### config.mk
export PLATFORM = sky130hd
export DESIGN_NAME = timer_unit
export DESIGN_NICKNAME = d
export VERILOG_FILES = /design/src/rtl/timer_unit.sv
export SDC_FILE = /design/constraint.sdc
export NUM_CORES = 1
export LEC_CHECK = 0
export BUFFER_PORTS_ARGS = -buffer_cell sky130_fd_sc_hd__buf_4
export CORE_UTILIZATION = 53
export DETAILED_ROUTE_END_ITERATION = 6
export PLACE_DENSITY = 0.8
export REMOVE_ABC_BUFFERS = 1
export SYNTH_ARGS = -nofsm -noshare
export SYNTH_HDL_FRONTEND = slang
export SYNTH_SLANG_ARGS = --single-unit
export TNS_END_PERCENT = 5
### constraint.sdc
create_clock -name clock -period 2.5 [get_ports clock]
set_input_delay 0.125 -clock clock [delete_from_list [all_inputs] [get_ports clock]]
set_output_delay 0.125 -clock clock [all_outputs]
set_load 0.005 [all_outputs]
### src/rtl/timer_unit.sv
// timer_unit: one 8051 timer/counter channel (TLx/THx, TMOD nibble, TRx/TFx) on the SFR bus
module timer_unit #(
    parameter int         TIMER_ID  = 0,
    parameter logic [7:0] TL_ADDR   = 8'h8A,
    parameter logic [7:0] TH_ADDR   = 8'h8C,
    parameter logic [7:0] TMOD_ADDR = 8'h89,
    parameter logic [7:0] TCON_ADDR = 8'h88
) (
    input  logic       clock,
    input  logic       reset,
    input  logic [7:0] data_in,
    input  logic [7:0] addr,
    input  logic       wr_en,
    input  logic       wr_bit_en,
    input  logic       bit_in,
    input  logic       tick,
    input  logic       t_pin,
    input  logic       int_pin,
    input  logic       tf_clear,
    output logic [7:0] tl_data,
    output logic [7:0] th_data,
    output logic [3:0] tmod_nib,
    output logic       tr,
    output logic       tf
);
    localparam int TRB = 4 + 2 * TIMER_ID;
    localparam int TFB = 5 + 2 * TIMER_ID;
    localparam logic [7:0] TR_ADDR = TCON_ADDR + 8'(TRB);
    localparam logic [7:0] TF_ADDR = TCON_ADDR + 8'(TFB);

    logic [1:0]  sync;
    logic        sample;
    logic        byte_wr, bit_wr, wr_tl, wr_th, wr_tmod, tr_wr, tf_wr, tr_val, tf_val;
    logic        fall, pulse, count, ovf_raw, ovf;
    logic [7:0]  ntl, nth;
    logic [12:0] c13;
    logic [15:0] c16;

    assign byte_wr = wr_en & ~wr_bit_en;
    assign bit_wr  = wr_en & wr_bit_en;
    assign wr_tl   = byte_wr & (addr == TL_ADDR);
    assign wr_th   = byte_wr & (addr == TH_ADDR);
    assign wr_tmod = byte_wr & (addr == TMOD_ADDR);
    assign tr_wr   = byte_wr & (addr == TCON_ADDR) | bit_wr & (addr == TR_ADDR);
    assign tf_wr   = byte_wr & (addr == TCON_ADDR) | bit_wr & (addr == TF_ADDR);
    assign tr_val  = wr_bit_en ? bit_in : data_in[TRB];
    assign tf_val  = wr_bit_en ? bit_in : data_in[TFB];

    assign fall  = tick & sample & ~sync[1];
    assign pulse = tr & (~tmod_nib[3] | int_pin) & (tmod_nib[2] ? fall : tick);
    // a software load of either count register suppresses that cycle's increment entirely
    assign count = pulse & ~wr_tl & ~wr_th;
    assign ovf   = count & ovf_raw;

    assign c13 = {th_data, tl_data[4:0]} + 13'd1;
    assign c16 = {th_data, tl_data} + 16'd1;

    always_comb begin
        ntl = tl_data;
        nth = th_data;
        ovf_raw = 1'b0;
        case (tmod_nib[1:0])
            2'b00: begin
                {nth, ntl[4:0]} = c13;
                ovf_raw = &{th_data, tl_data[4:0]};
            end
            2'b01: begin
                {nth, ntl} = c16;
                ovf_raw = &{th_data, tl_data};
            end
            2'b10: begin
                ntl = &tl_data ? th_data : tl_data + 8'd1;
                ovf_raw = &tl_data;
            end
            default: ;
        endcase
    end

    always_ff @(posedge clock or posedge reset) begin
        if (reset) begin
            sync     <= '0;
            sample   <= 1'b0;
            tl_data  <= '0;
            th_data  <= '0;
            tmod_nib <= '0;
            tr       <= 1'b0;
            tf       <= 1'b0;
        end else begin
            sync    <= {sync[0], t_pin};
            sample  <= tick ? sync[1] : sample;
            tl_data <= wr_tl ? data_in : count ? ntl : tl_data;
            th_data <= wr_th ? data_in : count ? nth : th_data;
            if (wr_tmod)
                tmod_nib <= data_in[4*TIMER_ID +: 4];
            if (tr_wr)
                tr <= tr_val;
            // hardware set beats acknowledge, acknowledge beats software write
            tf <= ovf | (~tf_clear & (tf_wr ? tf_val : tf));
        end
    end
endmodule

# Word level (Yosys, flattened, before mapping)
# Index checks and enable logic that the tools add are counted.
# totals
reg_bits	25
latch_bits	0
mem_bits_rw	0
romBits	0
inputBits	25
elab_cells	69
memories	0
# op_classes
addsub	3
multipliers	0
div	0
magnitude_cmp	0
eq_ne	7
shifts	0
n_mux	13
bitwise	26
reduce_logical	12
# op_table
op	n
equality test 8 bit, second input constant	5
two-way mux 8 bit	5
adder 16 x 1 -> 16 bit, second input constant	1
AND 1 bit	16
case mux 8 bit (2 select lines)	1
AND reduction 16 bit	1
case mux 5 bit (3 select lines)	1
adder 13 x 1 -> 13 bit, second input constant	1
AND reduction 13 bit	1
adder 8 x 1 -> 8 bit, second input constant	1
AND reduction 8 bit	1
inverter 1 bit	6
case mux 3 bit (2 select lines)	1
AND reduction 2 bit	3
nonzero test 3 bit	2
two-way mux 1 bit	4
bitwise OR 1 bit	4
nonzero test 2 bit	2
nonzero test 4 bit	1
case mux 1 bit (3 select lines)	1
equality test 2 x 1 -> 1 bit, second input constant	1
equality test 2 bit, second input constant	1
zero test 2 bit	1

# Depth between registers and ports, before layout
# logic_depth
word_depth	8
depth_mapped	8
ltp_nobuf	7

# Least setup slack after synthesis
# Ideal clock, no wire load.
# synth_path
path_kind	flip-flop to flip-flop
startpoint	register tmod_nib[0]
endpoint	register tl_data[2]
arrival_time_ps	1882
slack_ps	477
stages_incl_launch_ff	8
path_buffers	0
cell_sequence	dfrtp_1 inv_1 ha_1 or3b_2 and3b_1 a31o_2 mux2i_1 a31oi_1
# synth_between
elab_chain_cells	4
word_cells_on_any_way	8
classes_between	eq/ne (2); mux (3); reduce/logical (3)
# synth_rtl
element	line_no	text
from (decl)	22	output logic [3:0] tmod_nib,
from (signal assigned)	94	tmod_nib <= data_in[4*TIMER_ID +: 4];
equality test 2 bit, or another cell as far along	62	case (tmod_nib[1:0])
case mux 5 bit (3 select lines)	62	
two-way mux 8 bit (2 in series)	91	tl_data <= wr_tl ? data_in : count ? ntl : tl_data;
to (signal assigned)	91	
to (decl)	20	output logic [7:0] tl_data,
# Several ways; a longest one is shown, not always the timed one. The select of a mux whose other input is x is not followed.
# A chain may end at the register's enable or synchronous reset.

# Worst setup path after layout
# layout_path
startpoint	register tmod_nib[1]
endpoint	register th_data[5]
# layout_between
elab_chain_cells	4
word_cells_on_any_way	7
classes_between	eq/ne (1); mux (3); reduce/logical (3)
# layout_rtl
element	line_no	text
equality test 2 x 1 -> 1 bit / zero test 2 bit (equally long branches)	62	
case mux 8 bit (2 select lines)	62	
two-way mux 8 bit (2 in series)	92	th_data <= wr_th ? data_in : count ? nth : th_data;
to (signal assigned)	92	
to (decl)	21	output logic [7:0] th_data,
# Several ways; a longest one is shown, not always the timed one. The select of a mux whose other input is x is not followed.

==> summary.md <==
| Metric | Value |
|---|---|
| Final period util | ~88% |
| Logic pwr share | between 15 and 20% |
| Final Hold Fails | 16 |
| I/O Buffers | 46 |
| First-pass GRT wire length | roughly 7.6 mm |
| FMAX | 457 MHz |
| CTS tree | built |
| WP data arrival | 2.46 ns |
| Hold Crit Class | in2async |
| Setup Buffers After CTS | 0 |
| DR pass1 iterations | 4 |
| Mux cell area share after synthesis | about 4% |
| RSZ-0062 raised after global routing | false |
| Post-synth EDFFs | 0 |
| DRC | 0 |
| Register area share after synthesis | 34.0% |
| Pwr dens | approximately 340 nW/µm² |
| Share of cells above drive strength 1 | between 20% and 30% |
| Resize count post-CTS | 0 |
| DR vias/cell | 5.97 |
| Final min period | roughly 2.2 ns |
| Slew headroom | between 30% and 40% |
| WL/cell | ~15 µm |
| Prevailing post-synth register cell | dfrtp_1 |
| Root Driver | clkbuf_4 |
| Post-route setup TNS | 0 ns |
| FILL cells | between 200 and 300 |
| DR iter-0 viols | 148 |
| Reg area | 626 µm² |
| Slew @ Worst Pin | approximately 0.96 ns |
| Crit end category | register |
| Number of top-level pins | 47 |
| Yosys reg bits | 25 |
| Met2 GRT Util | a little over two fifths |
| Reg power frac | between 50% and 60% |
| Core Util, Final | between 60% and 70% |
| Global routing's busiest layer | met2 |
| Clk_lat worst skew | between 0.3 and 0.4 ns |
| Width of the die | a little over 60 µm |
| Critical path cell sequence | inv_1 > ha_1 > nand4_1 > nor3_1 > o2111ai_1 > or4_1 > nand3_1 |
| Switching Fraction | between 20% and 30% |
| Non-Filler Instances | ~300 |
| TritonCTS buffer count | 3 |
| Initial Util | a little under three fifths |
| Power Internal | 0.553 mW |
| Maximum VDD drop | ~0.24 mV |
| GR Layer Usage met3 | approximately 3.2% |
| Dpl hpwl | 3.57 mm |
| Ant diodes | 0 |
| Synthesis Warnings | 0 |
| Initial antenna violation count | 0 |
| Cells after Synth | 207 |
| Number of vias after detailed routing | roughly 1800 |
| Maxcap violations | 0 |
| Startpoint types | register |
| P_leak | about 0.98 nW |
| Clock sinks | 25 |
| Overflow after GRT | 0 |
| DRT Wirelength | 4.57 mm |
| CP max stage delay | 0.49 ns |
| Count of different cell masters after synthesis | 56 |
| Placer Congestion | about 0.96 |
| Main combinational cell family by area after synthesis | simple AND/OR/NAND/NOR gates |
| Switching pwr | 0.219 mW |
| Die height | 60.9 µm |
| CTS Buffer Depth | 2 |
| Post-Place Cells | 293 |
| Hold_buf cts | 1 |
| FFs w/ async S/R, synth | 100% |
| Largest net degree at the start of global routing | 26 |
| Slowest library cell on the worst path | or4_1 |
| Post-synthesis xor/xnor area fraction | around 3.8% |
| Clock Skew | between 0.01 and 0.015 ns |
| Antenna viol nets, final | 0 |
| Area of the die | approximately 3700 µm² |
| Finish-stage setup viols | 0 |
| Failing checks | hold timing |
| Synth Area in Simple Gates | between 30% and 40% |
| WS Path Type | reg2reg |
| Worst Path Required | ~2.8 ns |
| Clock power frac | a little over a quarter |
| CP Max Fanout | 6 |
| Fin. max-slew vios | 0 |
| Outcome | finished with violations |
| Mapped cell area | between 1500 and 2000 µm² |
| Layout Area Growth over Synthesis | 22.6% |
| CTS H-tree lvls | 1 |
| Worst Hold Slack | -0.0143 ns |
| Gr usage total | ~28% |
| Vias in the first global route | around 1600 |
| Adder-Cell Fraction of Synth Area | between 3 and 4% |
| FP Rows | 21 |
| Final #Nets | approximately 280 |
| Post-synthesis compound-gate area fraction | around 17% |
| Core area | 3340 µm² |
| Area of the multi-input gates | around 1100 µm² |
| M1 GR Usage | approximately two fifths |
| Mean Syn Cell Area | around 8.9 µm² |
| Clock slew seen by the registers of the worst setup and hold paths | roughly 0.16 ns |
==> per-stage QoR <==
stage / total power, mW / worst slack [ns] / area [µm²]
floorplan: 0.501 / 0.470 / 1790
global placement: 0.576 / 0.405 / 2210
detailed placement: 0.577 / 0.350 / 2210
CTS: 0.775 / 0.326 / 2260
global route: 0.814 / 0.137 / 2260
finish: 0.772 / 0.311 / 2260
==> power groups by stage <==
stage,clock network [mW],logic [mW],registers [mW]
5_1_grt,0.226,0.145,0.443
2_1_floorplan,0,0.0567,0.444
4_1_cts,0.204,0.131,0.440
3_3_place_gp,0,0.128,0.447
3_5_place_dp,0,0.129,0.448
6_report,0.202,0.130,0.440
==> path summary, 6_finish.rpt <==
check | start | slack [ns] | cells past startpoint | endpoint
hold / removal | reset | -0.01 | 2 | tr
setup / recovery | tmod_nib[1] | 0.31 | 7 | th_data[5]
hold reg to reg | sync[0] | 0.38 | 0 | sync[1]
min in group clock | data_in[0] | 0.01 | 3 | tl_data[0]
max in group asynchronous | reset | 1.92 | 2 | th_data[6]
setup reg to reg | tmod_nib[1] | 0.31 | 7 | th_data[5]
==> worst max-delay path, delay by kind of cell, from the launching register on <==
kind / cells / cell delay [ns]
simple gates: 4 / 1.03
flops: 1 / 0.44
fa+ha+maj: 1 / 0.29
compound gates: 1 / 0.26
buf+inv: 1 / 0.11
==> layer usage <==
layer | wire length, µm | part of all wire [%] | vias up
met5 | 0 | 0 | -
met2 | 2130 | 46 | 64
met1 | 2190 | 48 | 842
met3 | 192 | 4.2 | 7
met4 | 66 | 1.4 | 0
li1 | - | - | 866
==> layout make-up <==
cell class                      instances  share of cell area, %
Clock buffer                            3                  0.998
Clock inverter                          1                  0.388
Multi-Input combinational cell        167                   50.6
Sequential cell                        25                   27.7
Inverter                                6                  0.998
Timing Repair Buffer                   50                   16.7
Tap cell                               46                   2.55
==> synthesized netlist by cell type, drive strengths merged, types with 5 or more instances <==
master	number	share of area [%]
nand3	13	3.8
nor2	18	3.7
inv	6	1.2
ha	5	3.4
dfrtp	25	34
clkbuf	5	1.0
nor3	8	2.7
nand4	11	4.1
o21ai	14	3.8
a21oi	11	3.0
nand2	17	3.5
xor2	7	3.3
and3	5	1.7
==> cells by family after synthesis <==
kind of cell	after synthesis
XOR/XNOR	8
AND/OR/NAND/NOR	101
flip-flops	25
multiplexers	7
buffers and inverters	15
AO/OA/AOI/OAI	46
adder cells (fa/ha/maj)	5
==> placed cells by master, fill, tap and decap left out, drive strengths merged, types with 2 or more instances in the layout <==
master,instances
inv,7
nor3b,2
nand4,11
xor2,7
a31oi,3
a2bb2oi,2
buf,49
nand3,13
or3b,4
nor2,18
nor3,8
and3,5
nor4,2
o2111ai,2
mux2i,4
nand3b,2
nand2b,3
nor2b,3
clkbuf,3
ha,5
mux2,3
a211oi,3
or4,2
a21oi,11
a221oi,2
and4,2
dfrtp,25
o21ai,14
o31ai,2
nand2,17
==> registers in the layout (all words and copies together) (netlist names) <==
register and cells:
sample 1, sync 2, tf 1, th_data 8, tl_data 8, tmod_nib 4
tr 1
Note: power is estimated with default switching activity, not from simulation.
